**config.mk**
```make
export PLATFORM = sky130hd
export DESIGN_NAME = score_display_ctrl
export DESIGN_NICKNAME = d
export VERILOG_FILES = /design/src/rtl/score_display_ctrl.sv
export SDC_FILE = /design/constraint.sdc
export NUM_CORES = 1
export LEC_CHECK = 0
export CAP_MARGIN = 20
export CORE_ASPECT_RATIO = 1.25
export CORE_UTILIZATION = 50
export CTS_BUF_LIST = sky130_fd_sc_hd__clkbuf_4 sky130_fd_sc_hd__clkbuf_8
export DETAILED_ROUTE_END_ITERATION = 8
export MAX_ROUTING_LAYER = met4
export PLACE_DENSITY = 0.8
export SLEW_MARGIN = 5
export SYNTH_ARGS = -nofsm -noshare
export SYNTH_HDL_FRONTEND = slang
export SYNTH_SLANG_ARGS = --single-unit
```
**constraint.sdc**
```tcl
create_clock -name clk -period 1.8 [get_ports clk]
set_input_delay 0.36 -clock clk [delete_from_list [all_inputs] [get_ports clk]]
set_output_delay 0.36 -clock clk [all_outputs]
set_load 0.1 [all_outputs]
```
**src/rtl/score_display_ctrl.sv**
```systemverilog
// Two-player BCD score keeper with round-robin increment arbitration, plus a
// per-frame shadowed, two-stage glyph-ROM render pipeline producing score_pixel.
module score_display_ctrl #(
  parameter int X_P0  = 64,
  parameter int X_P1  = 192,
  parameter int Y_TOP = 16,
  parameter int SHIFT = 2
) (
  input  logic       clk,
  input  logic       reset,
  input  logic [8:0] hpos,
  input  logic [8:0] vpos,
  input  logic       display_on,
  input  logic [1:0] inc_req,
  output logic [1:0] inc_ack,
  input  logic       clr,
  output logic [7:0] score0,
  output logic [7:0] score1,
  output logic [3:0] rom_digit,
  output logic [2:0] rom_yofs,
  output logic [2:0] rom_xofs,
  input  logic       rom_bits,
  output logic       score_pixel
);

  localparam int FIELD_W = 16 << SHIFT;
  localparam int GLYPH_H = 5 << SHIFT;

  localparam logic [9:0] X0_LO = 10'(X_P0);
  localparam logic [9:0] X0_HI = 10'(X_P0 + FIELD_W);
  localparam logic [9:0] X1_LO = 10'(X_P1);
  localparam logic [9:0] X1_HI = 10'(X_P1 + FIELD_W);
  localparam logic [9:0] Y_LO  = 10'(Y_TOP);
  localparam logic [9:0] Y_HI  = 10'(Y_TOP + GLYPH_H);

  localparam logic [8:0] X0_ORG = 9'(X_P0);
  localparam logic [8:0] X1_ORG = 9'(X_P1);
  localparam logic [8:0] Y_ORG  = 9'(Y_TOP);

  localparam logic [3:0] BLANK_DIGIT = 4'hA;

  // Saturating BCD increment: 99 holds, ones roll 9 -> 0 with carry.
  function automatic logic [7:0] bcd_inc(input logic [7:0] s);
    if (s == 8'h99)         return s;
    if (s[3:0] == 4'd9)     return {s[7:4] + 4'd1, 4'd0};
    return {s[7:4], s[3:0] + 4'd1};
  endfunction

  // ---------------------------------------------------------------------------
  // Score side
  // ---------------------------------------------------------------------------
  logic [7:0] score0_q, score1_q;
  logic [1:0] inc_ack_q;
  logic       last_grant_q;
  logic [1:0] grant_d;

  // NOTE: every signal assigned in always_comb gets a default first; a path
  // that skips the assignment would otherwise infer a latch.
  always_comb begin
    grant_d = 2'b00;
    if (!clr) begin
      case (inc_req)
        2'b01:   grant_d = 2'b01;
        2'b10:   grant_d = 2'b10;
        2'b11:   grant_d = last_grant_q ? 2'b01 : 2'b10;
        default: grant_d = 2'b00;
      endcase
    end
  end

  // NOTE: sequential state uses non-blocking assignments so every register
  // samples pre-edge values, independent of statement order.
  always_ff @(posedge clk or negedge reset) begin
    if (!reset) begin
      score0_q     <= 8'h00;
      score1_q     <= 8'h00;
      inc_ack_q    <= 2'b00;
      last_grant_q <= 1'b0;
    end else begin
      inc_ack_q <= grant_d;
      if (clr) begin
        score0_q <= 8'h00;
        score1_q <= 8'h00;
      end else begin
        if (grant_d[0]) score0_q <= bcd_inc(score0_q);
        if (grant_d[1]) score1_q <= bcd_inc(score1_q);
      end
      if (grant_d != 2'b00) last_grant_q <= grant_d[1];
    end
  end

  // ---------------------------------------------------------------------------
  // Frame shadow: render reads only these, so a score change mid-frame
  // cannot tear the glyphs.
  // ---------------------------------------------------------------------------
  logic [7:0] shadow0_q, shadow1_q;

  always_ff @(posedge clk or negedge reset) begin
    if (!reset) begin
      shadow0_q <= 8'h00;
      shadow1_q <= 8'h00;
    end else if (hpos == 9'd0 && vpos == 9'd0) begin
      shadow0_q <= score0_q;
      shadow1_q <= score1_q;
    end
  end

  // ---------------------------------------------------------------------------
  // Stage 0: beam position -> ROM address
  // ---------------------------------------------------------------------------
  logic [8:0] dx0, dx1, dy;
  logic [8:0] xo_full, row_full;
  logic       in_x0, in_x1, in_y, sel_p1, ones_sel, hit_d;
  logic [7:0] shadow_sel;
  logic [3:0] digit_sel, digit_d;
  logic [2:0] yofs_d, xofs_d;
  logic       unused_bits;

  always_comb begin
    // Differences wrap in 9 bits; the range checks below gate any wrapped value.
    dx0      = hpos - X0_ORG;
    dx1      = hpos - X1_ORG;
    dy       = vpos - Y_ORG;
    in_x0    = ({1'b0, hpos} >= X0_LO) && ({1'b0, hpos} < X0_HI);
    in_x1    = ({1'b0, hpos} >= X1_LO) && ({1'b0, hpos} < X1_HI);
    in_y     = ({1'b0, vpos} >= Y_LO)  && ({1'b0, vpos} < Y_HI);
    sel_p1   = !in_x0 && in_x1;
    xo_full  = (sel_p1 ? dx1 : dx0) >> SHIFT;
    row_full = dy >> SHIFT;

    shadow_sel = sel_p1 ? shadow1_q : shadow0_q;
    ones_sel   = xo_full[3];
    digit_sel  = ones_sel ? shadow_sel[3:0] : shadow_sel[7:4];

    hit_d = display_on && in_y && (in_x0 || in_x1) && (xo_full[2:0] < 3'd5) &&
            !(!ones_sel && shadow_sel[7:4] == 4'd0);

    digit_d = hit_d ? digit_sel     : BLANK_DIGIT;
    yofs_d  = hit_d ? row_full[2:0] : 3'd0;
    xofs_d  = hit_d ? xo_full[2:0]  : 3'd0;

    unused_bits = ^{xo_full[8:4], row_full[8:3]};
  end

  logic [3:0] rom_digit_q;
  logic [2:0] rom_yofs_q, rom_xofs_q;
  logic       hit_q;

  always_ff @(posedge clk or negedge reset) begin
    if (!reset) begin
      rom_digit_q <= BLANK_DIGIT;
      rom_yofs_q  <= 3'd0;
      rom_xofs_q  <= 3'd0;
      hit_q       <= 1'b0;
    end else begin
      rom_digit_q <= digit_d;
      rom_yofs_q  <= yofs_d;
      rom_xofs_q  <= xofs_d;
      hit_q       <= hit_d;
    end
  end

  // ---------------------------------------------------------------------------
  // Stage 1: combinational ROM output qualified by the stage-0 hit flag
  // ---------------------------------------------------------------------------
  logic score_pixel_q;

  always_ff @(posedge clk or negedge reset) begin
    if (!reset) score_pixel_q <= 1'b0;
    else        score_pixel_q <= rom_bits & hit_q;
  end

  assign inc_ack     = inc_ack_q;
  assign score0      = score0_q;
  assign score1      = score1_q;
  assign rom_digit   = rom_digit_q;
  assign rom_yofs    = rom_yofs_q;
  assign rom_xofs    = rom_xofs_q;
  assign score_pixel = score_pixel_q;

endmodule

```
After elaboration in Yosys (flattened, before gate mapping)
Index checks and enable logic that the tools add are counted.

word-level totals
  register bits after elaboration = 47
  output and inout bits = 29
  logic and storage cells = 94

cells by class
  add/sub/neg operators = 7
  magnitude comparators = 7
  equality and inequality tests = 7
  mux-type cells = 35
  bitwise gates (word level) = 1
  reductions and logical operators = 24

operators with widths
  operator               number
  $mux W8                13
  $logic_not A9 Y1       2
  $add A4 B1 Y4 const B  4
  $eq A8 B8 Y1 const B   2
  $mux W1                14
  $sub A6 B1 Y6 const B  2
  $logic_and A1 B1 Y1    10
  $ge A9 B5 Y1 const B   1
  $ge A9 B7 Y1 const B   1
  $ge A9 B8 Y1 const B   1
  $lt A9 B6 Y1 const B   1
  $lt A9 B8 Y1 const B   1
  $lt A9 B9 Y1 const B   1
  $eq A4 B4 Y1 const B   2
  $mux W4                2
  $mux W3                2
  $mux W6                1
  $pmux W2 S3            1
  $reduce_bool A2 Y1     3
  $reduce_bool A3 Y1     2
  $sub A5 B5 Y5 const B  1
  $eq A2 B2 Y1 const B   2
  $logic_not A4 Y1       1
  $mux W2                2
  other kinds (6)        9

Logic depth before layout (Yosys ltp)
  word-level depth = 12
  gate-level depth with buffers = 6
  mapped depth without buffers = 6

Least setup slack after synthesis
No wires, ideal clock.

  path type = register -> register
  start point = register score0_q[0] (netlist: score0[0])
  end point = register score0_q[7] (netlist: score0[7])
  library setup time = 78 ps
  arrival = 2123 ps
  required time = 1722 ps
  setup slack = -401 ps
  stages on the path, launching flop included = 6
  buffers on the path = 0
  clock period less this slack = 2201 ps
  cells stage by stage = dfrtp_1 > ha_1 > and3b_1 > nand4_4 > or3_1 > a21oi_1

on the way
  longest elaborated chain between the ends = 7
  elaborated cells on any way between the ends = 16
  classes of those cells = eq/ne: 2; mux: 12; reduce/logical: 2

ends and longest elaborated chain
  what                                                  RTL line  text
  start, declared                                       52        logic [7:0] score0_q, score1_q;
  start signal, assigned                                85        if (grant_d[0]) score0_q <= bcd_inc(score0_q);
  $eq A8 B8 Y1 / $eq A4 B4 Y1 (equally long branches)   44, 45
  $mux W1, on equally long branches                     44, 45
  $mux W1, on equally long branches                     85, 45
  $mux W1, on equally long branches                     81, 85
  $mux W8 / $mux W1 (equally long branches)             45, 81
  $mux W8 / $reduce_bool A3 Y1 (equally long branches)  -
  $mux W8 / $reduce_and A2 Y1 (equally long branches)   -

Several ways; a longest one is shown, not always the timed one. The select of a mux whose other input is x is not followed.
A chain may end at the register's enable or synchronous reset.

Final worst setup path
  start point = input vpos[5]
  end point = register shadow0_q[0]

on the way
  longest elaborated chain between the ends = 2

ends and longest elaborated chain
  what                  RTL line  text
  start, declared       12        input logic [8:0] vpos,
  $logic_not A9 Y1      102       end else if (hpos == 9'd0 && vpos == 9'd0) begin
  $logic_and A1 B1 Y1   102
  end signal, assigned  103       shadow0_q <= score0_q;
  end, declared         96        logic [7:0] shadow0_q, shadow1_q;

No other way between the ends.

==> metrics.txt <==
routed vias=1,742; Power Dens Cells=631.5 nW/um2; initial DRC count=51; Most used DFF post-synth=dfrtp_1; endpoint class of the critical path=flop; Worst-Skew Late Latency=310 ps; final setup fails=0; Die Wd=63.09 um; pre-CTS setup slack=-241.6 ps; post-route ant nets=0; First-pass DRT Iterations=6; starting density of the core=52.70%; DR vias/cell=5.377; final worst slack=71.33 ps; FFs w/ async S/R, synth=100.0%; GP Congestion=0.8172; CTS sink count=47; synthesized cell area=2332 um2; Final Critical Period=1729 ps; Ant. Diodes=0; fin. max-slew vios=0; Setup Crit Path Kind=in2reg; die span in y=78.36 um; Synth area leaders=dfrtp_1 (48%), mux2_4 (6.4%), mux4_1 (4.5%); hpwl dp=3669 um; WL final=5138 um; # DRC=0; CTS tree=built; Buffers on Ports=53; Routed wire per std cell=15.86 um; gr usage total=23.75%; status=finished clean; Mean Syn Cell Area=12.41 um2; EDFF count, synth=0; first-pass GRT wire length=8556 um; CP Launch Type=input pin; Synth cell types=45; post-synthesis instance total=188; Post-Syn Nets=221; period utilization=96.04%; number of global-route vias before repair=1,791; Ports=54; Crit path arrival time=1920 ps; top-count cell post-synth=dfrtp_1; Seq/Total Area, Yosys=50.54%; Hold WC Path Type=in2async; Final Hold Violating Endpoints=0; Max VDD drop=0.0004382 V; share of cells above drive strength 1=39.47%; Clk pin slew, worst setup/hold paths=90 ps; grt total ovfl=0; top post-synthesis cells by count=dfrtp_1 (45), a21oi_1 (12), nand2_1 (11), mux2_4 (10); final worst clock skew=13.15 ps; critical path peak fanout=16; H-tree depth=2; internal reg-to-reg setup slack=120 ps; fmax=578.5 MHz; CTS Root Cell=clkbuf_8; Synth Register Bits=47; share of the synthesized area in the top cell type=48.28%; Slew HR=72.49%; Yosys top cell by area=dfrtp_1; row cnt=27; fill cell count=247; Max clock buf depth=2; P_leak=1.554 nW; Crit path required time=1990 ps; die area=4943 um2; Slew @ Worst Pin=407.4 ps; Area growth, synth to finish=50.59%; RSZ-0062 raised after global routing=no; initial antenna violation count=0; fin nets=298; largest net degree at the start of global routing=48; core area=4425 um2; Yosys warning total=0; cts bufs inserted=5; Hold Slack=19.88 ps; max_cap viols=0
-- logic make-up after synthesis --
group / Yosys count / synth area share (%)
flip-flops: 47 / 50.54
XOR/XNOR: 5 / 1.878
AO/OA/AOI/OAI: 26 / 6.974
AND/OR/NAND/NOR: 70 / 19.26
buffers and inverters: 11 / 2.790
adder cells (fa/ha/maj): 8 / 4.292
multiplexers: 21 / 14.27
-- layer usage --
| metal | up-vias | GRT usage (%) | wire [um] |
|---|---|---|---|
| met2 | 57 | 41.72 | 2904 |
| met1 | 845 | 25.15 | 1911 |
| li1 | 829 | - | - |
| met5 | - | - | 0 |
| met4 | 0 | 11.63 | 113 |
| met3 | 11 | 4.942 | 209 |
-- metrics by stage --
stage,cell area (um2),util [%],cells,setup TNS (ps),power (mW)
after global placement,3377,76.31,315,-4416,1.445
after global routing,3512,79.36,324,0,2.293
after CTS,3491,78.88,323,0,2.235
final,3512,79.36,324,0,2.218
after detailed placement,3377,76.31,315,-5066,1.452
after floorplan,2352,-,188,-9.330,1.265
-- repair_timing --
item / CTS / global route
hold buffers: 0 / 0
gates resized for setup: 0 / 4
setup buffers: 0 / 1
setup endpoints to repair: 0 / 13
hold endpoints to repair: 0 / 0
-- sequential cells by signal, summed over array words and instances (netlist names) --
register,flops
shadow0_q,8
rom_yofs,3
score_pixel,1
shadow1_q,8
inc_ack,2
score1,8
score0,8
hit_q,1
rom_digit,4
last_grant_q,1
rom_xofs,3
-- worst paths after layout --
path,start,end,cells after the start
min reg2reg,hit_q,score_pixel,1
min in group clk,hit_q,score_pixel,1
max,vpos[5],shadow0_q[0],6
max reg2reg,score0[1],score0[7],6
min,reset,score0[4],2
max in group asynchronous,reset,rom_digit[3],2
-- where the power goes --
part,switching (mW),internal (mW),total (mW)
logic,0.188,0.151,0.339
clock network,0.351,0.429,0.781
registers,0.0254,1.07,1.10
-- critical path: stages --
cell	delay, ps
clkdlybuf4s50_1	440
nor4_2	340
nand2_1	140
nor2_4	120
buf_12	170
mux2_2	340
-- layout make-up --
| cell class | count | area [um2] | area share, % |
|---|---|---|---|
| clock buffers | 6 | 76.32 | 2.173 |
| flip-flops and latches | 47 | 1199 | 34.13 |
| repair buffers | 74 | 998.5 | 28.43 |
| inverters | 7 | 26.28 | 0.7481 |
| clock inverters | 2 | 37.54 | 1.069 |
| multi-input cells | 130 | 1102 | 31.39 |
| well taps | 58 | 72.57 | 2.066 |
-- placed cells by master, fill, tap and decap left out, drive strengths merged, types with 7 or more instances in the layout --
cell / n
a21oi: 12
inv: 7
nand2: 11
ha: 8
dfrtp: 45
buf: 51
clkdlybuf4s50: 23
nor2: 10
o21ai: 7
and2: 9
mux2: 16
Power figures use the tool's default switching activity.
